==> src/rtl/z80_timer_intc.sv <==
// Down-counting timer with maskable interrupt and vectored acknowledge on the z80 I/O bus.
// Register reads are combinational; writes land on the first strobe cycle; INT_L is one cycle behind PEND.
module z80_timer_intc #(
  parameter logic [7:0] BASE_PORT = 8'h40,
  parameter int         PRESCALE  = 16,
  parameter logic [7:0] VECTOR    = 8'hE0
) (
  input  logic        clk,
  input  logic        rst,
  input  logic [15:0] addr_bus,
  input  logic [7:0]  data_out,
  input  logic        IORQ_L,
  input  logic        RD_L,
  input  logic        WR_L,
  input  logic        M1_L,
  output logic [7:0]  data_in,
  output logic        data_oe,
  output logic        INT_L
);

  localparam int PW = (PRESCALE > 1) ? $clog2(PRESCALE) : 1;
  localparam logic [PW-1:0] PRESC_MAX = PW'(PRESCALE - 1);

  typedef enum logic [1:0] {S_IDLE, S_WR_HOLD, S_ACK} state_t;

  state_t        state_q, state_d;
  logic [2:0]    ctrl_q, ctrl_d;
  logic [7:0]    reload_q, reload_d;
  logic [7:0]    count_q, count_d;
  logic [PW-1:0] presc_q, presc_d;
  logic          pend_q, pend_d;
  logic [7:0]    vec_q, vec_d;
  logic          int_l_q, int_l_d;

  logic [7:0] off;
  logic       sel;
  logic       ack_cyc;
  logic       wr_fire;
  logic       ack_clr;
  logic       tick;
  logic       expire;
  logic [7:0] rd_dat;
  logic       unused_addr_hi;

  assign unused_addr_hi = ^addr_bus[15:8];

  // Offset wraps below BASE_PORT, so a single compare covers both window edges.
  assign off     = addr_bus[7:0] - BASE_PORT;
  assign sel     = ~IORQ_L & M1_L & (off <= 8'd4);
  assign ack_cyc = ~IORQ_L & (~M1_L | (state_q == S_ACK));

  // Bus FSM: state register
  always_ff @(posedge clk or posedge rst) begin
    if (rst) state_q <= S_IDLE;
    else     state_q <= state_d;
  end

  // Bus FSM: next state
  always_comb begin
    state_d = state_q;
    case (state_q)
      S_IDLE: begin
        if (sel && !WR_L)           state_d = S_WR_HOLD;
        else if (!M1_L && !IORQ_L)  state_d = S_ACK;
      end
      S_WR_HOLD: if (IORQ_L || WR_L) state_d = S_IDLE;
      S_ACK:     if (IORQ_L)         state_d = S_IDLE;
      default:                       state_d = S_IDLE;
    endcase
  end

  // Bus FSM: outputs (one write per strobe, ack clear on IORQ release)
  always_comb begin
    wr_fire = (state_q == S_IDLE) && sel && !WR_L;
    ack_clr = (state_q == S_ACK) && IORQ_L;
  end

  assign tick   = ctrl_q[0] && (presc_q == PRESC_MAX);
  assign expire = tick && (count_q == 8'd1);

  always_comb begin
    presc_d  = '0;
    ctrl_d   = ctrl_q;
    reload_d = reload_q;
    count_d  = count_q;
    pend_d   = pend_q;
    vec_d    = vec_q;

    if (ctrl_q[0]) presc_d = (presc_q == PRESC_MAX) ? '0 : presc_q + 1'b1;

    if (tick) begin
      if (expire) begin
        count_d = ctrl_q[2] ? reload_q : 8'd0;
        if (!ctrl_q[2]) ctrl_d[0] = 1'b0;
      end else begin
        count_d = count_q - 8'd1;
      end
    end

    if (wr_fire) begin
      case (off)
        8'd0: ctrl_d = data_out[2:0];
        8'd1: begin
          reload_d = data_out;
          count_d  = data_out;
        end
        8'd3: if (data_out[0]) pend_d = 1'b0;
        8'd4: vec_d = data_out;
        default: ;
      endcase
    end

    if (ack_clr) pend_d = 1'b0;
    // A fresh expiry must never be lost to a same-cycle clear.
    if (expire)  pend_d = 1'b1;

    int_l_d = ~(pend_q & ctrl_q[1]);
  end

  always_ff @(posedge clk or posedge rst) begin
    if (rst) begin
      ctrl_q   <= '0;
      reload_q <= '0;
      count_q  <= '0;
      presc_q  <= '0;
      pend_q   <= 1'b0;
      vec_q    <= VECTOR;
      int_l_q  <= 1'b1;
    end else begin
      ctrl_q   <= ctrl_d;
      reload_q <= reload_d;
      count_q  <= count_d;
      presc_q  <= presc_d;
      pend_q   <= pend_d;
      vec_q    <= vec_d;
      int_l_q  <= int_l_d;
    end
  end

  always_comb begin
    rd_dat = 8'h00;
    case (off)
      8'd0:    rd_dat = {5'b0, ctrl_q};
      8'd1:    rd_dat = reload_q;
      8'd2:    rd_dat = count_q;
      8'd3:    rd_dat = {7'b0, pend_q};
      8'd4:    rd_dat = vec_q;
      default: rd_dat = 8'h00;
    endcase
  end

  always_comb begin
    data_oe = 1'b0;
    data_in = 8'h00;
    if (!rst) begin
      if (ack_cyc) begin
        data_oe = 1'b1;
        data_in = vec_q;
      end else if (sel && !RD_L) begin
        data_oe = 1'b1;
        data_in = rd_dat;
      end
    end
  end

  assign INT_L = int_l_q;

endmodule

==> config.mk <==
export PLATFORM = sky130hd
export DESIGN_NAME = z80_timer_intc
export DESIGN_NICKNAME = d
export VERILOG_FILES = /design/src/rtl/z80_timer_intc.sv
export SDC_FILE = /design/constraint.sdc
export NUM_CORES = 1
export LEC_CHECK = 0
export BUFFER_PORTS_ARGS = -buffer_cell sky130_fd_sc_hd__buf_2
export CORE_ASPECT_RATIO = 1.25
export CORE_MARGIN = 2
export CORE_UTILIZATION = 45
export DETAILED_ROUTE_END_ITERATION = 6
export PLACE_DENSITY = 0.74
export SYNTH_ARGS = -nofsm -noshare
export SYNTH_HDL_FRONTEND = slang
export SYNTH_SLANG_ARGS = --single-unit
==> constraint.sdc <==
create_clock -name clk -period 2.23 [get_ports clk]
set_input_delay 0.3345 -clock clk [delete_from_list [all_inputs] [get_ports clk]]
set_output_delay 0.3345 -clock clk [all_outputs]
set_load 0.05 [all_outputs]
==> impl_metrics.toml <==
[global_route]
grtUsageMet1_pct = 31.1
grt_util_met3_pct = 4.11
grt_use_met2_pct = 39.5
grt_max_degree = 36
antenna_found_initial = 0
grt_overflow = 0
top_usage_layer = "met2"
grt_pass1_wl_mm = 9.72
gr-usage-all-layers_pct = 23.7
grt_pass1_vias = 1952

[power]
power_density_mw_per_mm2 = 447
ir_drop_mv = 0.376
pwr-share-comb_pct = 12.6
pwr-share-clk_pct = 37.3
p_sw_mw = 0.346
p_seq_share_pct = 50.1
netSwitchingFraction_pct = 26.7
p_int_mw = 0.951
leakage_nw = 1.22

[setup_path]
cp_max_fo = 8
reg2regPathDepth = 6
end_kind = "output pin"
cp-start-kind = "input pin"
cpPeakStageDelay_ns = 0.61
crit_chain = "buf_6, or4b_4, nor3_2, buf_4, o21ai_0, a211oi_4, buf_6"
cpMostUsedCell = "buf_6"
arrival_ns = 2.02
cp_slowest_cell = "or4b_4"
worst_ep_required_time_ns = 1.90
r2r-end = "ctrl_q[0]"
reg2reg_from = "count_q[1]"
setup.reg_to_reg.worst_slack_ns = 0.25
path_class = "in2out"

[timing]
tightest_slew_ns = 0.463
finalWorstSetupSlack_ns = -0.129
setup_viol = 8
hold_viol_final = 0
finalMaxSlewViolations = 0
rsz0062_at_grt = "yes"
fin_tns_setup_ns = -0.620
finalCriticalPeriod_ns = 2.36
slew-limit-headroom_pct = 69.1
fin_crit_sh_pct = 106
max_freq_mhz = 424
finClkSkew_ns = 0.00458

[logic_synthesis]
synth-edff-count = 0
yosys_register_bits = 35
yosysUniqueCellTypes = 52
synth_area_mm2 = 0.00218
synthFlopType = "dfrtp_1"
seq_area_frac_synth_pct = 40.5
synth_cells = 220
postSynthAreaPerCell_um2 = 9.90
syn-num-nets = 253
async_flop_share_pct = 100
ys_warn_count = 0

[run]
maxCapViolCount = 0

[placement]
io_buffers = 31
globalplace.congestion = 0.853
place_inst = 318
hpwl_mm = 4.20
postPlaceCellArea_mm2 = 0.00264

[route]
drt-initial-drc-count = 177
viasPerCell = 6.29
vias = 2093
routed_wl_mm = 6.45
drtPass1Iterations = 4
avgRoutedWirePerCell_um = 19.4
drc = 0
ant_nets = 0

[cells_and_area]
multiInputGateArea_mm2 = 0.00140
regArea_um2 = 881
fin_util_pct = 61.8
final_common_cell = "dfrtp_1"
n_fill_cell = 408
final_cell_mix = "31 x dfrtp_1, 21 x buf_4, 20 x buf_2"
instances_no_fill = 333
area_growth_pct = 33.3
post_route_cells_drive_above_1_share_pct = 41.8
layout.nets = 305
num_antenna_cells = 0
finalInstanceArea_mm2 = 0.00290

[hold_path]
hold_path_class = "in2reg"
holdPathStages = 2
worstHoldStart = "WR_L"
whs_endpoint = "state_q[0]"

[floorplan]
io_pins = 40
initial_core_util_pct = 46.4
fp.dieH_um = 81.8
coreArea_mm2 = 0.00469
die_w_um = 66.2
dieArea_mm2 = 0.00541
placementRows = 28

[cts]
cts_buffers = 5
htree_levels = 2
path_clk_slew_ns = 0.07
clock_sinks = 35
insertion_delay_ns = 0.29
clk_path_buf_depth = 2
cts_root_buf = "clkbuf_8"
cts_tree = "yes"

[run_status]
violations = "negative setup slack"
status = "complete, but fails checks"
==> layout make-up <==
cell class,instances,area share (%)
timing repair buffer,54,14.2
tap,60,2.59
clock buffer,7,2.98
sequential,35,30.4
inverter,11,1.42
multi-input combinational,165,48.3
clock inverter,1,0.172
==> routing by layer <==
layer	share of wire, %	routed length, um
met1	39	2500
met2	53	3440
met3	5.0	324
met4	3.0	193
met5	0	0
==> per-stage QoR <==
stage	power, mW	setup WS [ns]	hold WS [ns]
floorplan	0.747	-0.0889	0.385
global placement	0.805	-0.180	0.412
detailed placement	0.808	-0.210	0.430
CTS	1.30	-0.0896	0.207
global route	1.34	-0.190	0.211
finish	1.30	-0.129	0.206
==> worst max path at each step <==
stage | startpoint | to | slack, ns | depth (start not counted)
3_3_place_gp | addr_bus[5] | data_in[3] | -0.18 | 6
2_1_floorplan | addr_bus[5] | data_in[0] | -0.09 | 5
4_1_cts | addr_bus[7] | data_in[7] | -0.09 | 7
6_report | addr_bus[5] | data_in[7] | -0.13 | 7
3_5_place_dp | addr_bus[5] | data_in[7] | -0.21 | 6
5_1_grt | addr_bus[5] | data_in[7] | -0.19 | 7
==> state kept, by name (all words and copies together), names as in the netlist <==
signal and count:
count_q 8, vec_q 8, ctrl_q 3, INT_L 1
pend_q 1, presc_q 4, state_q 2, reload_q 8
==> cells by family (layout without fill, tap and decap cells) <==
group                    after synthesis  count (layout)  synth area share, %
AND/OR/NAND/NOR                       72              73                 20.8
multiplexers                          23              23                 12.2
XOR/XNOR                               1               1                0.402
flip-flops                            35              35                 40.5
buffers and inverters                 22              73                 4.20
AO/OA/AOI/OAI                         64              65                 20.2
adder cells (fa/ha/maj)                3               3                 1.72
==> Yosys cell counts (all sizes together), types with 2 or more instances <==
library cell | number | area (um2)
a211oi | 9 | 67.6
nand4 | 2 | 12.5
nand2 | 10 | 37.5
a2bb2oi | 3 | 26.3
nor4b | 2 | 23.8
a22oi | 2 | 15.0
dfrtp | 31 | 776
nor3 | 6 | 35.0
nor2b | 3 | 18.8
or3 | 2 | 17.5
a21oi | 7 | 35.0
or4 | 4 | 30.0
mux2i | 3 | 30.0
o21ai | 18 | 90.1
nor3b | 2 | 15.0
dfstp | 4 | 105
a31oi | 2 | 12.5
clkbuf | 6 | 22.5
nor4 | 5 | 58.8
nor2 | 9 | 33.8
a21o | 5 | 37.5
and3 | 2 | 12.5
mux2 | 19 | 214
or3b | 2 | 17.5
and2 | 3 | 18.8
o22ai | 2 | 12.5
a32oi | 3 | 26.3
buf | 5 | 27.5
ha | 3 | 37.5
nand3 | 13 | 65.1
inv | 11 | 41.3
nand2b | 3 | 18.8
o2bb2ai | 2 | 17.5
a22o | 5 | 43.8
==> power groups by stage <==
stage | combinational [mW] | sequential (mW) | clock [mW]
2_1_floorplan | 0.0879 | 0.659 | 0
3_3_place_gp | 0.144 | 0.661 | 0
3_5_place_dp | 0.147 | 0.662 | 0
4_1_cts | 0.154 | 0.650 | 0.493
5_1_grt | 0.175 | 0.651 | 0.516
6_report | 0.164 | 0.650 | 0.483
==> critical path, delay by kind of cell <==
kind / cells / cell delay (ns)
buffers and inverters: 3 / 0.47
AND/OR/NAND/NOR: 2 / 0.80
AO/OA/AOI/OAI: 2 / 0.42
==> repair_timing <==
action,4_1_cts,5_1_grt
pin swaps,6,8
buffers inserted,2,3
hold buffers,0,0
gates resized for setup,21,15
setup endpoints to repair,9,9
endpoints found under the hold margin,0,0
cloned,2,0
No activity file was read; power rests on OpenSTA's default activity.
